[src/rtl/cmos_capture_gen.sv]
// cmos_capture_gen: CMOS sensor capture front end.
//   Registers the raw sensor bus, packs PIX_BYTES beats into one pixel
//   (first beat in the MSBs), tracks pixel column / line index and emits
//   pixels inside the crop window once the enable/skip FSM reaches CAPTURE.
// Ports:
//   pclk, rst                     - pixel clock, synchronous active-high reset
//   en                            - capture enable (acted on at frame boundaries)
//   swap_rb                       - RGB565 R/B swap (PIX_BYTES==2, DATA_W==8 only)
//   cmos_vsync/href/data          - raw sensor interface
//   pix_data, pix_de, pix_vs      - packed pixel stream
//   frame_start, frame_cnt        - captured-frame pulse and counter
//   err_partial                   - sticky: a line ended mid-pixel
module cmos_capture_gen #(
  parameter int DATA_W      = 8,
  parameter int PIX_BYTES   = 2,
  parameter int SKIP_FRAMES = 10,
  parameter int CROP_X0     = 0,
  parameter int CROP_W      = 1280,
  parameter int CROP_Y0     = 0,
  parameter int CROP_H      = 720
) (
  input  logic                        pclk,
  input  logic                        rst,
  input  logic                        en,
  input  logic                        swap_rb,
  input  logic                        cmos_vsync,
  input  logic                        cmos_href,
  input  logic [DATA_W-1:0]           cmos_data,
  output logic [DATA_W*PIX_BYTES-1:0] pix_data,
  output logic                        pix_de,
  output logic                        pix_vs,
  output logic                        frame_start,
  output logic [15:0]                 frame_cnt,
  output logic                        err_partial
);

  localparam int          PW        = DATA_W * PIX_BYTES;
  localparam logic [1:0]  PH_LAST   = 2'(PIX_BYTES - 1);
  localparam logic [15:0] SKIP_LAST = 16'((SKIP_FRAMES > 0) ? SKIP_FRAMES - 1 : 0);
  localparam logic        NO_SKIP   = 1'(SKIP_FRAMES == 0);
  localparam logic [11:0] XY_MAX    = 12'hFFF;

  typedef enum logic [1:0] {IDLE, WAIT_VS, SKIP, CAPTURE} state_t;

  state_t             state;
  logic [15:0]        skip_cnt;

  // input register stage and one-cycle history for edge detection
  logic               vs_r, href_r, vs_d, href_d;
  logic [DATA_W-1:0]  data_r;

  logic [1:0]         phase;
  logic [PW-1:0]      acc;
  logic [11:0]        x_cnt, y_cnt;

  // vld_pipe[0]: pixel assembled and accepted; vld_pipe[1]: drives pix_de
  logic [1:0]         vld_pipe;
  logic [PW-1:0]      s1_data, sw_data;

  logic               boundary, href_rise, href_fall, last_beat;
  logic               go_cap, cap_eff, in_crop;
  logic [1:0]         ph_cur;
  logic [11:0]        x_eff, y_eff;
  logic [PW+DATA_W-1:0] wide;
  logic [PW-1:0]      packed_w;
  int                 xi, yi;

  always_comb begin
    boundary  = vs_d & ~vs_r;
    href_rise = href_r & ~href_d;
    href_fall = ~href_r & href_d;
    // a rising href starts a fresh pixel even if the previous line left junk
    ph_cur    = href_rise ? 2'd0 : phase;
    last_beat = href_r && (ph_cur == PH_LAST);
    x_eff     = href_rise ? 12'd0 : x_cnt;
    // boundary is processed before anything on the same cycle
    y_eff     = boundary ? 12'd0 : y_cnt;
    wide      = {acc, data_r};
    packed_w  = wide[PW-1:0];

    // would the FSM be in CAPTURE after this boundary?
    go_cap = 1'b0;
    case (state)
      WAIT_VS: go_cap = en & NO_SKIP;
      SKIP:    go_cap = en & (skip_cnt == SKIP_LAST);
      CAPTURE: go_cap = en;
      default: go_cap = 1'b0;
    endcase
    cap_eff = boundary ? go_cap : (state == CAPTURE);

    xi      = int'({20'd0, x_eff});
    yi      = int'({20'd0, y_eff});
    in_crop = (xi >= CROP_X0) && (xi < CROP_X0 + CROP_W) &&
              (yi >= CROP_Y0) && (yi < CROP_Y0 + CROP_H);
  end

  generate
    if (PIX_BYTES == 2 && DATA_W == 8) begin : g_swap
      assign sw_data = swap_rb ? {s1_data[4:0], s1_data[10:5], s1_data[15:11]} : s1_data;
    end else begin : g_noswap
      assign sw_data = s1_data;
    end
  endgenerate

  assign pix_de = vld_pipe[1];

  always_ff @(posedge pclk) begin
    if (rst) begin
      state       <= IDLE;
      skip_cnt    <= '0;
      vs_r        <= 1'b0;
      href_r      <= 1'b0;
      data_r      <= '0;
      vs_d        <= 1'b0;
      href_d      <= 1'b0;
      phase       <= '0;
      acc         <= '0;
      x_cnt       <= '0;
      y_cnt       <= '0;
      vld_pipe    <= '0;
      s1_data     <= '0;
      pix_data    <= '0;
      pix_vs      <= 1'b0;
      frame_start <= 1'b0;
      frame_cnt   <= '0;
      err_partial <= 1'b0;
    end else begin
      vs_r   <= cmos_vsync;
      href_r <= cmos_href;
      data_r <= cmos_data;
      vs_d   <= vs_r;
      href_d <= href_r;

      // beat phase and packing shift register
      if (href_r) begin
        acc   <= packed_w;
        phase <= last_beat ? 2'd0 : ph_cur + 2'd1;
      end else if (href_fall) begin
        phase <= 2'd0;
      end

      // line ended with an incomplete pixel: flag it, the beats are dropped
      if (href_fall && phase != 2'd0)
        err_partial <= 1'b1;

      if (last_beat)
        x_cnt <= (x_eff == XY_MAX) ? x_eff : x_eff + 12'd1;
      else if (href_rise)
        x_cnt <= '0;

      // x_cnt still holds the finished line's pixel count at the fall
      if (boundary)
        y_cnt <= '0;
      else if (href_fall && x_cnt != 12'd0 && y_cnt != XY_MAX)
        y_cnt <= y_cnt + 12'd1;

      vld_pipe <= {vld_pipe[0], last_beat & cap_eff & in_crop};
      if (last_beat)
        s1_data <= packed_w;
      if (vld_pipe[0])
        pix_data <= sw_data;

      pix_vs      <= (state == CAPTURE) & vs_r;
      frame_start <= boundary & go_cap;
      if (boundary & go_cap)
        frame_cnt <= frame_cnt + 16'd1;

      case (state)
        IDLE: if (en) state <= WAIT_VS;
        WAIT_VS: begin
          if (!en) state <= IDLE;
          else if (boundary) begin
            skip_cnt <= '0;
            state    <= NO_SKIP ? CAPTURE : SKIP;
          end
        end
        SKIP: begin
          if (!en) state <= IDLE;
          else if (boundary) begin
            if (skip_cnt == SKIP_LAST) state <= CAPTURE;
            else skip_cnt <= skip_cnt + 16'd1;
          end
        end
        CAPTURE: if (boundary && !en) state <= IDLE;
        default: state <= IDLE;
      endcase
    end
  end

endmodule
[config.mk]
export PLATFORM = sky130hd
export DESIGN_NAME = cmos_capture_gen
export DESIGN_NICKNAME = d
export VERILOG_FILES = /design/src/rtl/cmos_capture_gen.sv
export SDC_FILE = /design/constraint.sdc
export NUM_CORES = 1
export LEC_CHECK = 0
export CAP_MARGIN = 30
export CORE_AREA = 2 2 95 97
export DETAILED_ROUTE_END_ITERATION = 7
export DIE_AREA = 0 0 97 99
export GPL_TIMING_DRIVEN = 0
export PLACE_DENSITY_LB_ADDON = 0.08
export SETUP_SLACK_MARGIN = 0.4
export SLEW_MARGIN = 5
export SYNTH_ARGS = -nofsm -noshare
export SYNTH_HDL_FRONTEND = slang
export SYNTH_SLANG_ARGS = --single-unit
[constraint.sdc]
create_clock -name pclk -period 4.95 [get_ports pclk]
set_input_delay 0.7425 -clock pclk [delete_from_list [all_inputs] [get_ports pclk]]
set_output_delay 0.7425 -clock pclk [all_outputs]
set_load 0.05 [all_outputs]
==> results_dict.tcl, run 1 <==
set metrics [dict create \
    status "finished clean" \
    clock_latency_ns 0.51 \
    avgSynthCellArea_um2 9.19 \
    nets 638 \
    layout_commonest_cell "dfxtp_1" \
    drt-initial-drc-count 153 \
    vdd_drop_max_mv 0.213 \
    fmax_ghz 0.393 \
    synth_fp_nets 571 \
    antenna_found_initial 0 \
    yosysWarnings 0 \
    regArea_um2 2340 \
    io_buffers 48 \
    final_cell_mix "dfxtp_1 (117), nor2_1 (92), nand2_1 (58)" \
    arrival_ns 2.98 \
    min_path_type "reg2reg" \
    grt_pass1_wl_mm 18.9 \
    wl_per_cell_um 15.1 \
    final-hold-violation-count 0 \
    min_period_ns 2.55 \
    cellPowerDensity_nw_per_um2 354 \
    synth-edff-count 0 \
    fillers 626 \
    initial_utilization 0.594 \
    die_w_um 97 \
    multi_input_area_um2 2590 \
    crit_fanout 10 \
    die_area_um2 9600 \
    io_pins 50 \
    via_per_inst 5.54 \
    r2r-end "x_cnt[2]" \
    drive_above_1_share 0.0984 \
    grtUsageTotal 0.244 \
    clkSinkCount 117 \
    synth_seq_cells 117 \
    whs_path_depth 2 \
    rsz0062_at_grt "no" \
    crit_required_ns 5.38 \
    antenna_cells 0 \
    synthCells 552 \
    antenna_left 0 \
    post-cts-setup-buffer-count 0 \
    h-tree-depth 4 \
    path_clk_slew_ns 0.06 \
    drv_cap 0 \
    drc 0 \
    r2r-start "href_d" \
    async_flop_share 0 \
    holdBufCountCts 0 \
    cts-buffers-inserted 17 \
    root_buffer "clkbuf_8" \
    critPathLaunch "href_d" \
    cts_tree "built" \
    grt_max_degree 17 \
    cp-start-kind "flop" \
    row_count 34 \
    tightest_slew_ns 0.759 \
    r2r_cells 9 \
    yosysSeqAreaShare 0.462 \
    syn_area_um2 5070 \
    maxSlewViolCount 0 \
    ys.flop_type "dfxtp_1" \
    r2r_setup_slack_ns 2.40 \
    design.core.area_um2 8550 \
    wl_mm 11.2 \
    power_leakage_nw 2.11 \
    end_kind "flop" \
    syn2layout_area_growth_pct 23.5 \
    num_vias 4092 \
    crit_end "x_cnt[2]" \
    finalSetupTns_ns 0 \
    dp_cells 708 \
    finClkSkew_ns 0.00784 \
    path_class "reg2reg" \
    clockBufferDepth 2 \
    grt_pass1_vias 4075 \
    synth_cell_types 59 \
    finalCritPeriodShare 0.514 \
    routabilityCongestion 0.841 \
    drtPass1Iterations 4 \
    ctsResizeCount 0 \
    hpwl_mm 7.62 \
    fin_cells 738 \
    grt_overflow 0 \
    max_slew_margin 0.493 \
    finalSetupViolations 0 \
    die-height_um 99 \
]
metrics by stage:
stage               setup slack, ns  cell area [µm²]   util  hold slack, ns  total power, mW
floorplan                      2.83             5070      -           0.431             1.02
global placement               2.20             5690  0.665           0.438             1.04
detailed placement             2.20             5690  0.665           0.442             1.04
CTS                            2.41             6270  0.733           0.450             2.22
global route                   2.21             6270  0.733           0.464             2.28
finish                         2.40             6270  0.733           0.449             2.22
final cells by class:
class	count	area share
Timing Repair Buffer	48	0.0767
Inverter	5	0.00299
Multi-Input combinational cell	403	0.414
Sequential cell	117	0.374
Clock inverter	12	0.0254
Clock buffer	18	0.0667
Buffer	27	0.0190
Tap cell	108	0.0216
worst max-delay path: stages, from the launching register on:
cell and delay (ns):
dfxtp_1 0.45, nand2b_1 0.13, buf_2 0.19, and2_1 0.19, ha_1 0.24, nand2_1 0.18, nor4_4 0.49, a21oi_1 0.23
a21o_1 0.23, a21oi_1 0.14
synth_stat cells, drive strengths merged (3+ instances only):
cell / instances / area [µm²]
a21oi: 25 / 125
nor2b: 15 / 96.3
o21ai: 6 / 30.0
and4: 3 / 27.5
nor4b: 6 / 92.6
xnor2: 34 / 298
and2: 4 / 25.0
a211oi: 16 / 120
nor4: 14 / 124
ha: 5 / 62.6
nor3b: 5 / 47.5
nor2: 92 / 345
xor2: 13 / 114
mux2i: 26 / 260
nand3: 18 / 90.1
or3: 4 / 26.3
inv: 5 / 18.8
nor3: 12 / 86.3
nand2b: 5 / 31.3
a2111oi: 3 / 38.8
clkbuf: 19 / 71.3
dfxtp: 117 / 2340
nand2: 58 / 218
buf: 8 / 47.5
nand4: 11 / 75.1
and3: 5 / 32.5
layer usage:
layer,vias up,wire [µm],track usage
met1,1934,4990,0.290
li1,2042,-,-
met4,0,159,0.0856
met5,-,0,0
met2,99,5360,0.415
met3,17,652,0.0801
power by group:
group	leakage [nW]	internal (mW)	switching, mW	total [mW]
clock	0.277	0.761	0.433	1.19
combinational	0.889	0.0265	0.0407	0.0672
sequential	0.946	0.951	0.00615	0.957
total	2.11	1.74	0.480	2.22
registers in the layout, summed over array words and instances, names as in the netlist:
name and count:
phase 2, href_r 1, vs_d 1, href_d 1, frame_start 1, skip_cnt 16
pix_vs 1, x_cnt 12, y_cnt 12, state 2, s1_data 16, frame_cnt 16
data_r 8, pix_data 16, err_partial 1, vs_r 1, acc 8, vld_pipe 2
how the worst min path moves through the flow:
stage,from,to,slack [ns]
final,acc[4],s1_data[12],0.45
after global routing,acc[4],s1_data[12],0.46
after CTS,acc[4],s1_data[12],0.45
after detailed placement,acc[4],s1_data[12],0.44
after global placement,data_r[7],s1_data[7],0.44
after floorplan,acc[2],s1_data[10],0.43
kinds of logic (layout without fill, tap and decap cells):
logic type                 count (synthesis)  in the layout  synth area share
AOI/OAI and AO/OA                         61             61            0.0828
xor gates and xnor gates                  47             47            0.0811
adders and majority gates                  5              5            0.0123
buffers and inverters                     32            110            0.0271
DFF                                      117            117             0.462
muxes                                     27             27            0.0535
and+or+nand+nor                          263            263             0.282
(Power assumes the default switching activity.)
==> inputs of run 2 (changes only) <==
--- a/config.mk
+++ b/config.mk
@@ -6,9 +6,9 @@
 export NUM_CORES = 1
 export LEC_CHECK = 0
 export CAP_MARGIN = 30
-export CORE_AREA = 2 2 95 97
+export CORE_AREA = 2 2 103 105
 export DETAILED_ROUTE_END_ITERATION = 7
-export DIE_AREA = 0 0 97 99
+export DIE_AREA = 0 0 105 107
 export GPL_TIMING_DRIVEN = 0
 export PLACE_DENSITY_LB_ADDON = 0.08
 export SETUP_SLACK_MARGIN = 0.4
==> constraint.sdc (replaced) <==
create_clock -name pclk -period 2.2 [get_ports pclk]
set_input_delay 0.33 -clock pclk [delete_from_list [all_inputs] [get_ports pclk]]
set_output_delay 0.33 -clock pclk [all_outputs]
set_load 0.05 [all_outputs]
==> results_dict.tcl, run 2 (same netlist as run 1, synthesis figures left out) <==
set metrics [dict create \
    antenna_cells 0 \
    hpwl_mm 7.61 \
    clockBufferDepth 2 \
    finalSetupViolations 0 \
    worstSetupPathDepth 12 \
    cpMostUsedCell "buf_6" \
    initial_utilization 0.503 \
    r2r_setup_slack_ns 0.32 \
    vdd_drop_max_mv 0.682 \
    drt-initial-drc-count 137 \
    clock_latency_ns 0.53 \
    cts_tree "built" \
    global_route.usage.met1 0.274 \
    crit_path_max_incr_delay_ns 0.32 \
    dpl_cell_area_um2 5800 \
    rsz0062_at_grt "yes" \
    final_cell_mix "dfxtp_1 (100), nor2_1 (91), nand2_1 (55)" \
    place_ws_ns -0.173 \
    fmax_ghz 0.531 \
    layout_commonest_cell "dfxtp_1" \
    grt_pass1_wl_mm 19.5 \
    io_buffers 48 \
    via_per_inst 5.29 \
    arrival_ns 2.29 \
    io_pins 50 \
    antenna_found_initial 0 \
    min_path_type "in2reg" \
    fin_cells 799 \
    cp_top_family "buffers and inverters" \
    syn2layout_area_growth_pct 37.5 \
    crit_buf_inv 4 \
    tightest_slew_ns 0.678 \
    end_kind "flop" \
    multi_input_area_um2 2950 \
    top_usage_layer "met2" \
    grtUsageTotal 0.222 \
    drv_cap 0 \
    holdBufCountCts 0 \
    gr-usage-met2 0.358 \
    finalCritPeriodShare 0.857 \
    critPathLaunch "href_r" \
    antenna_left 0 \
    wl_per_cell_um 15.3 \
    cts-buffers-inserted 17 \
    grtUsageMet3 0.0675 \
    crit_fanout 6 \
    crit_end "x_cnt[1]" \
    postLayoutSetupSlackWorst_ns 0.315 \
    routabilityCongestion 0.817 \
    r2r-start "href_r" \
    cellPowerDensity_nw_per_um2 757 \
    finClkSkew_ns 0.00735 \
    path_class "reg2reg" \
    max_slew_margin 0.548 \
    nets 669 \
    cp_slowest_cell "dfxtp_2" \
    cp-start-kind "flop" \
    clkSinkCount 117 \
    r2r_cells 12 \
    die-height_um 107 \
    dp_cells 736 \
    root_buffer "clkbuf_8" \
    die_area_um2 11200 \
    fillers 860 \
    fin_area_um2 6980 \
    final_util 0.692 \
    crit_required_ns 2.60 \
    grt_max_degree 17 \
    h-tree-depth 4 \
    drc 0 \
    status "finished clean" \
    drtPass1Iterations 4 \
    grt_overflow 0 \
    path_cells "buf_6 -> nand2b_4 -> buf_6 -> and2_4 -> ha_4 -> nand2_4 -> nor4_4 -> buf_4 -> buf_6 -> a21oi_4 -> mux2i_1 -> nor2_1" \
    path_clk_slew_ns 0.06 \
    die_w_um 105 \
    grt_pass1_vias 4031 \
    maxSlewViolCount 0 \
    min_period_ns 1.88 \
    drive_above_1_share 0.238 \
    power_leakage_nw 2.62 \
    design.core.area_um2 10100 \
    final-hold-violation-count 0 \
    num_vias 4227 \
    row_count 37 \
    regArea_um2 2380 \
    wl_mm 12.2 \
    r2r-end "x_cnt[1]" \
]
[run 2: worst min-delay path by stage]
stage,start,to,slack (ns),cells after the start
global route,cmos_data[2],data_r[2],0.34,2
detailed placement,acc[6],s1_data[14],0.44,2
CTS,cmos_data[3],data_r[3],0.32,2
finish,cmos_data[3],data_r[3],0.34,2
floorplan,rst,vs_d,0.41,1
global placement,acc[6],s1_data[14],0.44,2
[run 2: repair_timing]
item,CTS,global route
setup endpoints to repair,92,70
pin swaps,14,32
setup buffers,19,9
gates resized for setup,76,58
gates cloned,2,1
[run 2: area by class of cell]
type | count | share of cell area
Buffer | 27 | 0.0213
Tap cell | 136 | 0.0244
Clock inverter | 12 | 0.0247
Inverter | 5 | 0.00269
Clock buffer | 20 | 0.0669
Sequential cell | 117 | 0.340
Multi-Input combinational cell | 404 | 0.423
Timing Repair Buffer | 78 | 0.0968
[run 2: through the flow]
stage          total power [mW]  hold slack, ns  TNS [ns]
2_1_floorplan              2.29           0.409         0
4_1_cts                    5.32           0.321         0
3_3_place_gp               2.35           0.439     -1.15
5_1_grt                    5.44           0.341         0
3_5_place_dp               2.35           0.442     -1.44
6_report                   5.28           0.344         0
[run 2: layer usage]
metal | vias to the layer above | share of wire
li1 | 2105 | -
met1 | 2038 | 0.47
met2 | 68 | 0.48
met3 | 16 | 0.039
met4 | 0 | 0.013
met5 | - | 0
[run 2: worst reg2reg max path, delay by kind of cell, from the launching register on]
kind,cells,cell delay [ns]
AO/OA/AOI/OAI,1,0.19
adder cells (fa/ha/maj),1,0.16
buffers and inverters,4,0.49
flip-flops,1,0.32
multiplexers,1,0.21
AND/OR/NAND/NOR,5,0.39
[run 2: report_power, final]
group | switching [mW] | internal, mW | total (mW)
sequential | 0.0133 | 2.13 | 2.15
clock | 0.993 | 1.96 | 2.95
combinational | 0.106 | 0.0761 | 0.182
total | 1.11 | 4.17 | 5.28
==> inputs of run 3 (changes only) <==
--- a/config.mk
+++ b/config.mk
@@ -12,6 +12,7 @@
 export GPL_TIMING_DRIVEN = 0
 export PLACE_DENSITY_LB_ADDON = 0.08
 export SETUP_SLACK_MARGIN = 0.4
+export SKIP_LAST_GASP = 1
 export SLEW_MARGIN = 5
 export SYNTH_ARGS = -nofsm -noshare
 export SYNTH_HDL_FRONTEND = slang
==> results of run 3 <==
No change in the layout: final DEF, timing and power equal those of run 2.
